<file path="src/rtl/micro80_uart_pkg.sv">
// Shared definitions for the Micro-80 UART receive and transmit paths.
`timescale 1ns / 1ps
package micro80_uart_pkg;

    typedef enum logic [2:0] {IDLE, START, DATA, STOP, WAITHI} rx_state_e;

    localparam int unsigned STAT_AVAIL     = 0;
    localparam int unsigned STAT_FULL      = 1;
    localparam int unsigned STAT_OVERRUN   = 2;
    localparam int unsigned STAT_FRAME_ERR = 3;
    localparam int unsigned STAT_BUSY      = 4;

    // Clock cycles per oversample tick.
    function automatic int unsigned uart_div(input int unsigned clk_hz,
                                             input int unsigned baud,
                                             input int unsigned ovs);
        return clk_hz / (baud * ovs);
    endfunction

endpackage

</file>
<file path="src/rtl/uart_rx_port_if.sv">
// CPU/line-facing signals of the UART receive port.
`timescale 1ns / 1ps
interface uart_rx_port_if;
    logic       rx;
    logic       pop;
    logic       clr_err;
    logic [7:0] DO;
    logic [7:0] STATUS;
    logic       bsy;

    modport master (output rx, pop, clr_err, input DO, STATUS, bsy);
    modport slave (input rx, pop, clr_err, output DO, STATUS, bsy);
endinterface

</file>
<file path="src/rtl/uart_rx_fifo.sv">
// Small synchronous FIFO holding received bytes; reads 8'hFF when empty.
`timescale 1ns / 1ps
module uart_rx_fifo #(
    parameter int unsigned DEPTH = 4
) (
    input  logic                     clk,
    input  logic                     rst,
    input  logic                     push,
    input  logic                     pop,
    input  logic [7:0]               din,
    output logic [7:0]               dout,
    output logic [$clog2(DEPTH):0]   count,
    output logic                     full,
    output logic                     empty
);
    localparam int unsigned PTR_W = $clog2(DEPTH);

    logic [7:0]       mem [DEPTH];
    logic [PTR_W-1:0] wptr;
    logic [PTR_W-1:0] rptr;
    logic [PTR_W:0]   count_q;
    logic             wr_en;
    logic             rd_en;

    assign full  = count_q == (PTR_W + 1)'(DEPTH);
    assign empty = count_q == '0;
    // A pop on the same cycle frees the slot, so a full FIFO still accepts the push.
    assign wr_en = push && (!full || pop);
    assign rd_en = pop && !empty;

    always_ff @(posedge clk) begin
        if (rst) begin
            wptr    <= '0;
            rptr    <= '0;
            count_q <= '0;
        end else begin
            if (wr_en) wptr <= wptr + 1'b1;
            if (rd_en) rptr <= rptr + 1'b1;
            count_q <= count_q + (PTR_W + 1)'(wr_en) - (PTR_W + 1)'(rd_en);
        end
    end

    always_ff @(posedge clk) begin
        if (wr_en) mem[wptr] <= din;
    end

    assign dout  = empty ? 8'hFF : mem[rptr];
    assign count = count_q;

endmodule

</file>
<file path="src/rtl/uart_rx_port.sv">
// Micro-80 UART receiver: synchronizer, oversampling 8N1 deframer, FIFO and status flags.
`timescale 1ns / 1ps
module uart_rx_port
    import micro80_uart_pkg::*;
#(
    parameter int unsigned CLK_HZ     = 50_000_000,
    parameter int unsigned BAUD       = 115200,
    parameter int unsigned OVS        = 16,
    parameter int unsigned FIFO_DEPTH = 4
) (
    input logic           clk,
    input logic           rst,
    uart_rx_port_if.slave bus
);
    localparam int unsigned DIV   = uart_div(CLK_HZ, BAUD, OVS);
    localparam int unsigned DIV_W = $clog2(DIV);
    localparam int unsigned S_W   = $clog2(OVS);
    localparam int unsigned CNT_W = $clog2(FIFO_DEPTH) + 1;

    localparam logic [DIV_W-1:0] DIV_LAST = DIV_W'(DIV - 1);
    localparam logic [S_W-1:0]   S_LAST   = S_W'(OVS - 1);
    localparam logic [S_W-1:0]   S_MAJ0   = S_W'(OVS / 2 - 1);
    localparam logic [S_W-1:0]   S_MAJ1   = S_W'(OVS / 2);
    localparam logic [S_W-1:0]   S_MAJ2   = S_W'(OVS / 2 + 1);

    logic             rx_meta;
    logic             rx_s;
    logic [DIV_W-1:0] div_cnt;
    logic             tick;
    rx_state_e        state;
    logic [S_W-1:0]   s_cnt;
    logic [2:0]       bit_cnt;
    logic             smp0;
    logic             smp1;
    logic             maj;
    logic             mid_pt;
    logic [7:0]       shreg;
    logic             bsy_q;
    logic             frame_err_q;
    logic             overrun_q;
    logic             start_det;
    logic             push;
    logic             frame_bad;
    logic             ovf;
    logic [7:0]       fifo_dout;
    logic [CNT_W-1:0] fifo_count;
    logic             fifo_full;
    logic             fifo_empty;
    logic [7:0]       status;

    always_ff @(posedge clk) begin
        if (rst) begin
            rx_meta <= 1'b1;
            rx_s    <= 1'b1;
        end else begin
            rx_meta <= bus.rx;
            rx_s    <= rx_meta;
        end
    end

    assign start_det = (state == IDLE) && !rx_s;
    assign tick      = div_cnt == DIV_LAST;

    // Restart the divider on the start edge so ticks line up with the bit cell.
    always_ff @(posedge clk) begin
        if (rst || start_det || tick) div_cnt <= '0;
        else                         div_cnt <= div_cnt + 1'b1;
    end

    assign mid_pt    = tick && (s_cnt == S_MAJ2);
    assign maj       = (smp0 & smp1) | (smp0 & rx_s) | (smp1 & rx_s);
    assign push      = (state == STOP) && mid_pt && maj;
    assign frame_bad = (state == STOP) && mid_pt && !maj;
    assign ovf       = push && fifo_full && !bus.pop;

    always_ff @(posedge clk) begin
        if (rst) begin
            state   <= IDLE;
            s_cnt   <= '0;
            bit_cnt <= '0;
            smp0    <= 1'b1;
            smp1    <= 1'b1;
            shreg   <= '0;
            bsy_q   <= 1'b0;
        end else begin
            if (tick) begin
                if (s_cnt == S_MAJ0) smp0 <= rx_s;
                if (s_cnt == S_MAJ1) smp1 <= rx_s;
                s_cnt <= (s_cnt == S_LAST) ? '0 : s_cnt + 1'b1;
            end
            unique case (state)
                IDLE: begin
                    if (!rx_s) begin
                        state <= START;
                        s_cnt <= '0;
                        bsy_q <= 1'b1;
                    end
                end
                START: begin
                    if (mid_pt) begin
                        if (maj) begin
                            state <= IDLE;
                            bsy_q <= 1'b0;
                        end else begin
                            state   <= DATA;
                            bit_cnt <= '0;
                        end
                    end
                end
                DATA: begin
                    if (mid_pt) begin
                        shreg   <= {maj, shreg[7:1]};
                        bit_cnt <= bit_cnt + 1'b1;
                        if (bit_cnt == 3'd7) state <= STOP;
                    end
                end
                STOP: begin
                    if (mid_pt) begin
                        if (maj) begin
                            state <= IDLE;
                            bsy_q <= 1'b0;
                        end else begin
                            state <= WAITHI;
                        end
                    end
                end
                WAITHI: begin
                    // A held-low line (break) must not be mistaken for new start bits.
                    if (rx_s) begin
                        state <= IDLE;
                        bsy_q <= 1'b0;
                    end
                end
                default: begin
                    state <= IDLE;
                    bsy_q <= 1'b0;
                end
            endcase
        end
    end

    always_ff @(posedge clk) begin
        if (rst) begin
            frame_err_q <= 1'b0;
            overrun_q   <= 1'b0;
        end else begin
            if (frame_bad)        frame_err_q <= 1'b1;
            else if (bus.clr_err) frame_err_q <= 1'b0;
            if (ovf)              overrun_q <= 1'b1;
            else if (bus.clr_err) overrun_q <= 1'b0;
        end
    end

    uart_rx_fifo #(
        .DEPTH(FIFO_DEPTH)
    ) u_fifo (
        .clk  (clk),
        .rst  (rst),
        .push (push),
        .pop  (bus.pop),
        .din  (shreg),
        .dout (fifo_dout),
        .count(fifo_count),
        .full (fifo_full),
        .empty(fifo_empty)
    );

    always_comb begin
        status                 = 8'hE0;
        status[STAT_BUSY]      = bsy_q;
        status[STAT_FRAME_ERR] = frame_err_q;
        status[STAT_OVERRUN]   = overrun_q;
        status[STAT_FULL]      = fifo_count == CNT_W'(FIFO_DEPTH);
        status[STAT_AVAIL]     = !fifo_empty;
    end

    assign bus.DO     = fifo_dout;
    assign bus.STATUS = status;
    assign bus.bsy    = bsy_q;

endmodule

</file>
<file path="src/flat_wrapper.sv">
// flat-port wrapper written by rule: the top's interface ports become plain ports
module uart_rx_port_flat import micro80_uart_pkg::*;
#(
    parameter int unsigned CLK_HZ     = 50_000_000,
    parameter int unsigned BAUD       = 115200,
    parameter int unsigned OVS        = 16,
    parameter int unsigned FIFO_DEPTH = 4
)
  (clk, rst, bus_rx, bus_pop, bus_clr_err, bus_DO, bus_STATUS, bus_bsy);
  uart_rx_port_if bus_i ();
  input logic clk;
  input logic rst;
  input wire logic [$bits(bus_i.rx)-1:0] bus_rx;
  input wire logic [$bits(bus_i.pop)-1:0] bus_pop;
  input wire logic [$bits(bus_i.clr_err)-1:0] bus_clr_err;
  output wire logic [$bits(bus_i.DO)-1:0] bus_DO;
  output wire logic [$bits(bus_i.STATUS)-1:0] bus_STATUS;
  output wire logic [$bits(bus_i.bsy)-1:0] bus_bsy;
  assign bus_i.rx = bus_rx;
  assign bus_i.pop = bus_pop;
  assign bus_i.clr_err = bus_clr_err;
  assign bus_DO = bus_i.DO;
  assign bus_STATUS = bus_i.STATUS;
  assign bus_bsy = bus_i.bsy;
  uart_rx_port #(.CLK_HZ(CLK_HZ), .BAUD(BAUD), .OVS(OVS), .FIFO_DEPTH(FIFO_DEPTH)) u_core (.clk(clk), .rst(rst), .bus(bus_i));
endmodule
</file>
<file path="config.mk">
export PLATFORM = sky130hd
export DESIGN_NAME = uart_rx_port_flat
export DESIGN_NICKNAME = d
export VERILOG_FILES = /design/src/rtl/micro80_uart_pkg.sv /design/src/rtl/uart_rx_port_if.sv /design/src/rtl/uart_rx_fifo.sv /design/src/rtl/uart_rx_port.sv /design/src/flat_wrapper.sv
export SDC_FILE = /design/constraint.sdc
export NUM_CORES = 1
export LEC_CHECK = 0
export ABC_AREA = 1
export BUFFER_PORTS_ARGS = -buffer_cell sky130_fd_sc_hd__buf_2
export CORE_MARGIN = 3
export CORE_UTILIZATION = 30
export CTS_BUF_LIST = sky130_fd_sc_hd__clkbuf_4 sky130_fd_sc_hd__clkbuf_8
export DETAILED_ROUTE_END_ITERATION = 10
export MAX_ROUTING_LAYER = met4
export SLEW_MARGIN = 20
export SYNTH_ARGS = -nofsm -noshare
export SYNTH_HDL_FRONTEND = slang
export SYNTH_SLANG_ARGS = --single-unit
export TNS_END_PERCENT = 30
</file>
<file path="constraint.sdc">
create_clock -name clk -period 2.3 [get_ports clk]
set_input_delay 0.46 -clock clk [delete_from_list [all_inputs] [get_ports clk]]
set_output_delay 0.46 -clock clk [all_outputs]
set_load 0.03 [all_outputs]
</file>
==> qor.txt, run 1 <==
Synth Cell Area: 3230 um2
vias: 2178
Clock transition at path regs: 0.07 ns
Final Hold Slack: 0.298 ns
diodes inserted: 0
hpwl dp: 3910 um
count of cell types in the netlist: 36
Slew headroom: 0.636
synth warn: 0
Placed Area: 3460 um2
Synth async-reset ratio: 0
initial antenna violation count: 0
final wirelength: 5680 um
Core Area: 10400 um2
share of cells above drive strength 1: 0.193
# DRC: 0
Design Area, Final: 3730 um2
CP endpoint kind: flip-flop
EDFF count, synth: 32
maximum vdd ir drop: 0.000521 V
Worst-Skew Late Latency: 0.34 ns
Max-cap violations: 0
I/O Buffers: 18
clk sinks: 71
hold path cells: 2
drt via density: 4.33
die span in x: 110 um
die height: 110 um
actual slew at the worst max-slew pin: 0.545 ns
Avg Synthesized Cell Area: 9.69 um2
R2R setup slack: 0.11 ns
global-route wire length before repair: 9300 um
GRT Util Overall: 0.104
Final setup viols: 0
initial DRC count: 80
Yosys top cell area share: 0.298
Worst R2R Start: u_core.div_cnt[0]$_SDFF_PP0_
fraction of the cycle the final worst path needs: 0.951
WHS Endpoint: u_core.rx_meta$_SDFF_PP1_
Syn Inst Count: 333
Layout area overhead: 15.6%
Synth top cells by count: nand2_1, nor2_1, inv_1
R2R Path End: u_core.u_fifo.count[1]$_SDFF_PP0_
Initial DRT Pass Iterations: 4
largest net degree at the start of global routing: 25
outcome: complete, no violations
flop and latch count out of synthesis: 71
Critical Path Max Stage Delay: 0.51 ns
slowest CP cell: fa_2
num rows: 37
Clock Skews: 0.00905 ns
pwr/cell area: 999 nW/um2
CTS H-tree depth: 3
ranking of synthesized cells by area: edfxtp_1, dfxtp_1, nand2_1
nets: 381
total CTS buffers: 9
CP Launch Type: flip-flop
Routed Antenna Nets: 0
WS Path Type: reg2reg
Initial Util: 0.311
worst hold path startpoint: bus_rx
Register-to-Register Path Depth: 13
Leak Pwr: 1.60 nW
CTS tree: built
Final Max Slew Viols: 0
worst-path maximum fanout: 4
data arrival time of the worst path: 2.42 ns
GRT overflow: 0
final hold violation count: 0
count leader, synth: nand2_1
I/O pins: 22
WL/cell: 11.3 um
Hold/Removal Path Class: in2reg
critical path, cell by cell: inv_1 > ha_2 > nand2_4 > nor2_8 > nand2_4 > clkinv_4 > nand4_4 > ha_1 > inv_1 > ha_1 > inv_1 > fa_2 > nor2_1
most frequent cell on the critical path: inv_1
Die ar.: 12000 um2
Root Driver: clkbuf_8
Yosys top cell by area: edfxtp_1
number of global-route vias before repair: 2000
Peak Freq: 457 MHz
Final min period: 2.19 ns
ys flop type: dfxtp_1
CP Data Required Time: 2.53 ns
register area share after synthesis: 0.540
clk buf depth: 2
Final GP Congestion: 0.765
## stage by stage
stage | TNS, ns | total power (W) | instances | util | setup slack (ns)
6_report | 0 | 0.00372 | 503 | 0.360 | 0.114
3_5_place_dp | 0 | 0.00265 | 482 | 0.333 | 0.0155
4_1_cts | 0 | 0.00375 | 498 | 0.355 | 0.0211
5_1_grt | -0.00691 | 0.00396 | 503 | 0.360 | -0.00691
3_3_place_gp | 0 | 0.00263 | 482 | 0.333 | 0.0646
2_1_floorplan | 0 | 0.00239 | 335 | - | 0.0695
## routing by layer
metal	GRT usage	up-vias	share of wire
met4	0.0347	0	0.012
met5	-	-	0
met1	0.120	997	0.47
met3	0.0323	11	0.038
met2	0.170	30	0.48
li1	-	1140	-
## layout by cell type (no fill, tap or decap), drive strengths merged, types with 2 or more instances in the layout
cell and instances:
inv 49, mux2i 8, dfxtp 39, o211ai 17, buf 30, nor2 51
nand4 4, nor3 2, o21ai 14, bufinv 2, clkbuf 10, a21oi 16
or2 2, ha 13, conb 3, clkinvlp 2, xor2 4, nor3b 2
clkinv 2, nand2 52, edfxtp 32, nand3 10
## worst max path at each step
stage,depth (start not counted),slack [ns],endpoint,startpoint
3_3_place_gp,14,0.06,u_core.u_fifo.count[2]$_SDFF_PP0_,u_core.div_cnt[0]$_SDFF_PP0_
3_5_place_dp,14,0.02,u_core.u_fifo.count[2]$_SDFF_PP0_,u_core.div_cnt[0]$_SDFF_PP0_
2_1_floorplan,14,0.07,u_core.u_fifo.count[2]$_SDFF_PP0_,u_core.div_cnt[0]$_SDFF_PP0_
4_1_cts,14,0.02,u_core.u_fifo.count[2]$_SDFF_PP0_,u_core.div_cnt[0]$_SDFF_PP0_
6_report,13,0.11,u_core.u_fifo.count[1]$_SDFF_PP0_,u_core.div_cnt[0]$_SDFF_PP0_
5_1_grt,13,-0.007,u_core.u_fifo.count[1]$_SDFF_PP0_,u_core.div_cnt[0]$_SDFF_PP0_
## cells by family after synthesis
family	after synthesis	share of synthesized area
buf+inv	63	0.0865
other cells	1	0.00116
mux	8	0.0248
simple gates	123	0.181
fa+ha+maj	14	0.0566
xor+xnor	4	0.0109
compound gates	49	0.0993
flops	71	0.540
## report_power, final
group / total (W) / switching (W) / internal (W)
sequential: 0.00145 / 0.0000674 / 0.00138
clock: 0.00110 / 0.000468 / 0.000628
combinational: 0.00118 / 0.000809 / 0.000371
total: 0.00372 / 0.00134 / 0.00238
## layout make-up
class,count,area (um2)
clock buffer,10,131
fill,1062,6640
multi-input combinational,201,1220
sequential,71,1740
timing repair buffer,30,180
clock inverter,6,92.6
tap,136,170
inverter,49,189
## sequential cells by signal (all words and copies together), names as in the netlist, 2 cells and up, named ones only
name / count
u_core.u_fifo.rptr: 2
u_core.shreg: 8
u_core.u_fifo.count: 3
u_core.u_fifo.mem: 32
u_core.state: 3
u_core.bit_cnt: 3
u_core.div_cnt: 5
u_core.s_cnt: 4
u_core.u_fifo.wptr: 2
## timing repair
action / CTS / global route
endpoints found under the setup margin: 1 / 2
hold buffers: 0 / 0
gates resized for setup: 0 / 5
pin swaps: 1 / 2
buffers inserted: 0 / 5
## critical path: cells and delay by family (launching register included)
kind	cells	cell delay, ns
adders and majority gates	4	1.14
buffers and inverters	4	0.21
DFF	1	0.33
and+or+nand+nor	5	0.39
Note: power is estimated with default switching activity, not from simulation.
==> run 2, diff against run 1 <==
--- a/config.mk
+++ b/config.mk
@@ -8,10 +8,11 @@
 export ABC_AREA = 1
 export BUFFER_PORTS_ARGS = -buffer_cell sky130_fd_sc_hd__buf_2
 export CORE_MARGIN = 3
-export CORE_UTILIZATION = 30
+export CORE_UTILIZATION = 56
 export CTS_BUF_LIST = sky130_fd_sc_hd__clkbuf_4 sky130_fd_sc_hd__clkbuf_8
 export DETAILED_ROUTE_END_ITERATION = 10
 export MAX_ROUTING_LAYER = met4
+export PLACE_DENSITY = 0.78
 export SLEW_MARGIN = 20
 export SYNTH_ARGS = -nofsm -noshare
 export SYNTH_HDL_FRONTEND = slang
==> run 2 against run 1 <==
Net effect: setup slack better by 0.026 ns; count of clock-buffer cells in the layout down 1; cell count down 14%; cell area down 3.1%; register-to-register slack better by 0.03 ns; fmax up 1.2%; first-iteration DRC count down 6.3%; sequential share of layout area up 1.5 points; critical path type unchanged; largest cell class unchanged.
==> qor.txt, run 2 (synthesis results as in run 1) <==
outcome: complete, no violations
Tot Pwr: 0.00369 W (-1.0%)
Worst-Skew Late Latency: 0.34 ns (about the same)
R2R setup slack: 0.14 ns (+0.03 ns)
drt via density: 5.01 (+16%)
commonest non-fill, non-tap cell in the layout: nand2_1
hpwl dp: 3570 um (-8.7%)
actual slew at the worst max-slew pin: 0.521 ns (-0.0241 ns)
clk buf depth: 2 (unchanged)
initial DRC count: 75 (-6.3%)
I/O pins: 22 (unchanged)
most flop-heavy register: u_core.u_fifo.mem
GRT overflow: 0 (unchanged)
Seq. cell area: 1740 um2 (unchanged)
worst-path maximum fanout: 4 (unchanged)
largest net degree at the start of global routing: 25 (unchanged)
diodes inserted: 0 (unchanged)
pwr/cell area: 1020 nW/um2 (+2.1%)
hold path cells: 2 (unchanged)
Worst R2R Start: u_core.div_cnt[0]$_SDFF_PP0_
Post-CTS Hold Fix Bufs: 0 (unchanged)
Peak Freq: 463 MHz (+1.2%)
Placed Cells: 418 (-13%)
Clock Skews: 0.00687 ns (-0.00218 ns)
CP Launch Type: flip-flop
area of the multi-input gates: 1220 um2 (unchanged)
Final min period: 2.16 ns (-0.0257 ns)
I/O Buffers: 18 (unchanged)
Worst Setup SP: u_core.div_cnt[0]$_SDFF_PP0_
Final GP Congestion: 0.897 (+17%)
WL/cell: 12.1 um (+7.4%)
maximum vdd ir drop: 0.000737 V (+42%)
leading cell types in the layout, fill and taps excluded: nand2_1, nor2_1, inv_1
Hold/Removal Path Class: in2reg
Clock transition at path regs: 0.08 ns (about the same)
global-route wire length before repair: 8850 um (-4.9%)
die height: 81.9 um (-25%)
die span in x: 81.9 um (-25%)
num rows: 27 (-27%)
worst setup path endpoint: u_core.u_fifo.count[1]$_SDFF_PP0_
nets: 377 (-1.0%)
Initial DRT Pass Iterations: 4 (unchanged)
Leak Pwr: 1.58 nW (-1.5%)
Die ar.: 6710 um2 (-44%)
Root Driver: clkbuf_8
Core Util, Final: 0.652 (+0.293)
final hold violation count: 0 (unchanged)
Non-Filler Instances: 435 (-14%)
vias: 2179 (+0.046%)
GRT Util Overall: 0.183 (+0.0792)
routed length on met1: 2250 um (-15%)
R2R Path End: u_core.u_fifo.count[1]$_SDFF_PP0_
Final setup viols: 0 (unchanged)
total CTS buffers: 9 (unchanged)
number of global-route vias before repair: 2086 (+4.3%)
Routed Antenna Nets: 0 (unchanged)
data arrival time of the worst path: 2.40 ns (-0.02 ns)
Max-cap violations: 0 (unchanged)
max reg flops: 32 (unchanged)
Slew headroom: 0.652 (+0.0161)
WS Path Type: reg2reg
top flop regs: u_core.u_fifo.mem (32), u_core.shreg (8), u_core.div_cnt (5)
# DRC: 0 (unchanged)
Setup TNS: 0 ns (unchanged)
CTS H-tree depth: 3 (unchanged)
fraction of the cycle the final worst path needs: 0.939 (-0.0112)
Met2 Wirelength: 2660 um (-2.9%)
initial antenna violation count: 0 (unchanged)
CTS tree: built
DR WL met3: 207 um (-4.6%)
Core Area: 5540 um2 (-47%)
CP Data Required Time: 2.54 ns (about the same)
Initial Util: 0.582 (+0.271)
share of cells above drive strength 1: 0.182 (-0.0116)
clk sinks: 71 (unchanged)
Layout area overhead: 12.1%
Final Max Slew Viols: 0 (unchanged)
final wirelength: 5270 um (-7.2%)
fill cell count: 459 (-57%)
CP endpoint kind: flip-flop
Register-to-Register Path Depth: 13 (unchanged)
max layer used: met4
[run 2: cell count changes in the layout (fill, tap and decap cells not counted), sizes merged]
cell / change
buf: -4
clkbuf: -1
clkinv: +1
[run 2: worst min-delay path by stage]
stage / startpoint / end / slack (ns)
after floorplan: u_core.rx_meta$_SDFF_PP1_ / u_core.rx_s$_SDFF_PP1_ / 0.39
after global placement: u_core.rx_meta$_SDFF_PP1_ / u_core.rx_s$_SDFF_PP1_ / 0.39
after detailed placement: u_core.rx_meta$_SDFF_PP1_ / u_core.rx_s$_SDFF_PP1_ / 0.40
after CTS: bus_rx / u_core.rx_meta$_SDFF_PP1_ / 0.28
after global routing: bus_rx / u_core.rx_meta$_SDFF_PP1_ / 0.29
final: bus_rx / u_core.rx_meta$_SDFF_PP1_ / 0.30
[run 2: layout make-up]
| type | count | area share |
|---|---|---|
| timing repair buffer | 26 | 0.0415 |
| sequential | 71 | 0.482 |
| multi-input combinational | 201 | 0.338 |
| clock buffer | 9 | 0.0343 |
| clock inverter | 7 | 0.0267 |
| tap | 72 | 0.0249 |
| inverter | 49 | 0.0523 |
[run 2: stage by stage]
step / setup WS, ns / cell area (um2) / hold WS (ns)
after global routing: -0.0128 / 3610 / 0.294
after floorplan: 0.0695 / 3230 / 0.389
after global placement: 0.115 / 3380 / 0.395
final: 0.139 / 3610 / 0.295
after detailed placement: 0.0492 / 3380 / 0.398
after CTS: 0.0350 / 3600 / 0.280
[run 2: what timing repair did]
item,CTS,global route
buffers inserted,0,1
endpoints found under the setup margin,0,2
hold endpoints to repair,0,0
gates resized for setup,0,5
[run 2: layer usage]
metal / global-route usage / up-vias
met2: 0.313 / 45
li1: - / 1132
met4: 0.120 / 0
met3: 0.0329 / 14
met1: 0.192 / 988
met5: - / -
[run 2: worst max-delay path, stage by stage, from the launching register on]
cell and delay [ns]:
dfxtp_2 0.34, inv_1 0.06, ha_2 0.20, nand2_4 0.08
nor2_8 0.12, nand2_4 0.07, clkinv_4 0.06, nand4_4 0.06
ha_1 0.29, inv_1 0.06, ha_1 0.13, inv_1 0.05
fa_2 0.51, nor2_1 0.04
[run 2: where the power goes]
group | leakage, nW | switching, W | total (W) | internal, W
Combinational | 0.793 | 0.000788 | 0.00116 | 0.000367
Clock | 0.103 | 0.000471 | 0.00108 | 0.000612
Sequential | 0.680 | 0.0000674 | 0.00145 | 0.00138
Total | 1.58 | 0.00133 | 0.00369 | 0.00236
==> run 3, diff against run 2 <==
--- a/config.mk
+++ b/config.mk
@@ -12,7 +12,7 @@
 export CTS_BUF_LIST = sky130_fd_sc_hd__clkbuf_4 sky130_fd_sc_hd__clkbuf_8
 export DETAILED_ROUTE_END_ITERATION = 10
 export MAX_ROUTING_LAYER = met4
-export PLACE_DENSITY = 0.78
+export PLACE_DENSITY_LB_ADDON = 0.15
 export SLEW_MARGIN = 20
 export SYNTH_ARGS = -nofsm -noshare
 export SYNTH_HDL_FRONTEND = slang
==> run 3 against run 2 <==
Net effect: fmax increased by 1.0%; sequential power about the same; highest routed layer unchanged; worst hold slack improved by 0.026 ns.
==> qor.txt, run 3 (synthesis results as in run 1) <==
outcome: complete, no violations
worst-path maximum fanout: 4 (unchanged)
Placed Cells: 419 (+0.24%)
I/O pins: 22 (unchanged)
Slew headroom: 0.623 (-0.0298)
most frequent cell on the critical path: inv_1
diodes inserted: 0 (unchanged)
WS Path Type: reg2reg
nets: 378 (+0.27%)
pwr/cell area: 1020 nW/um2 (-0.35%)
WL/cell: 12.2 um (+0.57%)
Final setup viols: 0 (unchanged)
maximum vdd ir drop: 0.000662 V (-10%)
die span in x: 81.9 um (unchanged)
Final GP Congestion: 0.805 (-10%)
Routed Antenna Nets: 0 (unchanged)
Final Max Slew Viols: 0 (unchanged)
Root Driver: clkbuf_8
global-route wire length before repair: 8470 um (-4.2%)
GRT Util Overall: 0.175 (-0.00809)
initial DRC count: 89 (+19%)
fill cell count: 449 (-2.2%)
Bufs and invs on worst path: 4 (unchanged)
largest net degree at the start of global routing: 25 (unchanged)
Clock Skews: 0.00568 ns (-0.00118 ns)
Final Hold Slack: 0.322 ns (+0.0263 ns)
Power Internal: 0.00238 W (+0.68%)
commonest non-fill, non-tap cell in the layout: nand2_1
top flop regs: u_core.u_fifo.mem (32), u_core.shreg (8), u_core.div_cnt (5)
Net Sw Power: 0.00132 W (-0.66%)
CTS tree: built
Worst-Skew Late Latency: 0.33 ns (about the same)
Die ar.: 6710 um2 (unchanged)
num rows: 27 (unchanged)
Initial DRT Pass Iterations: 4 (unchanged)
Setup TNS: 0 ns (unchanged)
clk sinks: 71 (unchanged)
Layout area overhead: 12.7%
Initial Util: 0.582 (unchanged)
clk buf depth: 2 (unchanged)
final hold violation count: 0 (unchanged)
vias: 2168 (-0.50%)
CTS H-tree depth: 3 (unchanged)
cell family with most CP delay: adder cells
Critical Path Max Stage Delay: 0.51 ns (about the same)
CP endpoint kind: flip-flop
Leak Pwr: 1.58 nW (+0.28%)
Gate power share: 0.318 (+0.005)
most flop-heavy register: u_core.u_fifo.mem
data arrival time of the worst path: 2.36 ns (-0.04 ns)
Clock transition at path regs: 0.08 ns (about the same)
number of global-route vias before repair: 2011 (-3.6%)
Post-CTS Hold Fix Bufs: 0 (unchanged)
I/O Buffers: 18 (unchanged)
actual slew at the worst max-slew pin: 0.565 ns (+0.0446 ns)
Max-cap violations: 0 (unchanged)
total CTS buffers: 9 (unchanged)
Seq pwr share: 0.392 (about the same)
Core Area: 5540 um2 (unchanged)
leading cell types in the layout, fill and taps excluded: nand2_1, nor2_1, inv_1
RSZ-0062 raised after global routing: false
max reg flops: 32 (unchanged)
CP Data Required Time: 2.52 ns (-0.02 ns)
initial antenna violation count: 0 (unchanged)
final wirelength: 5310 um (+0.80%)
Clk pwr share: 0.290 (-0.004)
hpwl dp: 3730 um (+4.7%)
GRT overflow: 0 (unchanged)
fraction of the cycle the final worst path needs: 0.930 (-0.00940)
# DRC: 0 (unchanged)
slowest CP cell: fa_2
share of cells above drive strength 1: 0.198 (+0.0160)
Sw Share: 0.357 (-0.00308)
Peak Freq: 467 MHz (+1.0%)
CP Launch Type: flip-flop
die height: 81.9 um (unchanged)
drt via density: 4.97 (-0.73%)
Non-Filler Instances: 436 (+0.23%)
Final min period: 2.14 ns (-0.0216 ns)
Hold/Removal Path Class: in2reg
critical path, cell by cell: inv_1 > ha_2 > nand2_2 > nor2_8 > nand2_4 > clkinv_4 > nand4_4 > ha_4 > inv_1 > ha_1 > inv_1 > fa_2 > nor2_1
## run 3: worst paths after layout
check / from / endpoint / slack, ns / depth (start not counted)
max reg2reg: u_core.div_cnt[0]$_SDFF_PP0_ / u_core.u_fifo.count[1]$_SDFF_PP0_ / 0.16 / 13
max: u_core.div_cnt[0]$_SDFF_PP0_ / u_core.u_fifo.count[1]$_SDFF_PP0_ / 0.16 / 13
min: bus_rx / u_core.rx_meta$_SDFF_PP1_ / 0.32 / 2
min reg2reg: u_core.rx_meta$_SDFF_PP1_ / u_core.rx_s$_SDFF_PP1_ / 0.42 / 1
## run 3: repair_timing
item,in CTS,in global routing
buffers inserted,0,1
setup endpoints to repair,0,2
gates resized for setup,0,8
## run 3: layer usage
layer | GRT usage | wire, um
met5 | - | 0
met4 | 0.0897 | 68
met3 | 0.0351 | 131
met2 | 0.313 | 2730
met1 | 0.179 | 2380
## run 3: per-stage QoR
stage          worst slack (ns)  utilization  area, um2  total power [W]
3_5_place_dp             0.0275        0.611       3380          0.00264
6_report                  0.161        0.656       3630          0.00369
4_1_cts                  0.0125        0.650       3600          0.00371
2_1_floorplan            0.0695            -       3230          0.00239
5_1_grt                  0.0523        0.656       3630          0.00390
3_3_place_gp              0.119        0.611       3380          0.00261
## run 3: power groups by stage
stage / combinational, W / clock [W] / sequential [W]
after detailed placement: 0.00116 / 0 / 0.00147
after global placement: 0.00113 / 0 / 0.00147
after floorplan: 0.000918 / 0 / 0.00147
after global routing: 0.00130 / 0.00115 / 0.00146
final: 0.00118 / 0.00107 / 0.00145
after CTS: 0.00116 / 0.00110 / 0.00145
## run 3: layout make-up
type,count,area [um2],share of cell area
inverter,49,189,0.0520
tap,72,90.1,0.0248
clock inverter,7,96.3,0.0265
sequential,71,1740,0.480
multi-input combinational,201,1230,0.339
clock buffer,9,124,0.0341
timing repair buffer,27,158,0.0434
## run 3: worst register-to-register path, delay by kind of cell, from the launching register on
kind                     cells  cell delay [ns]
adder cells (fa/ha/maj)      4             1.08
AND/OR/NAND/NOR              5             0.41
flip-flops                   1             0.34
buffers and inverters        4             0.22
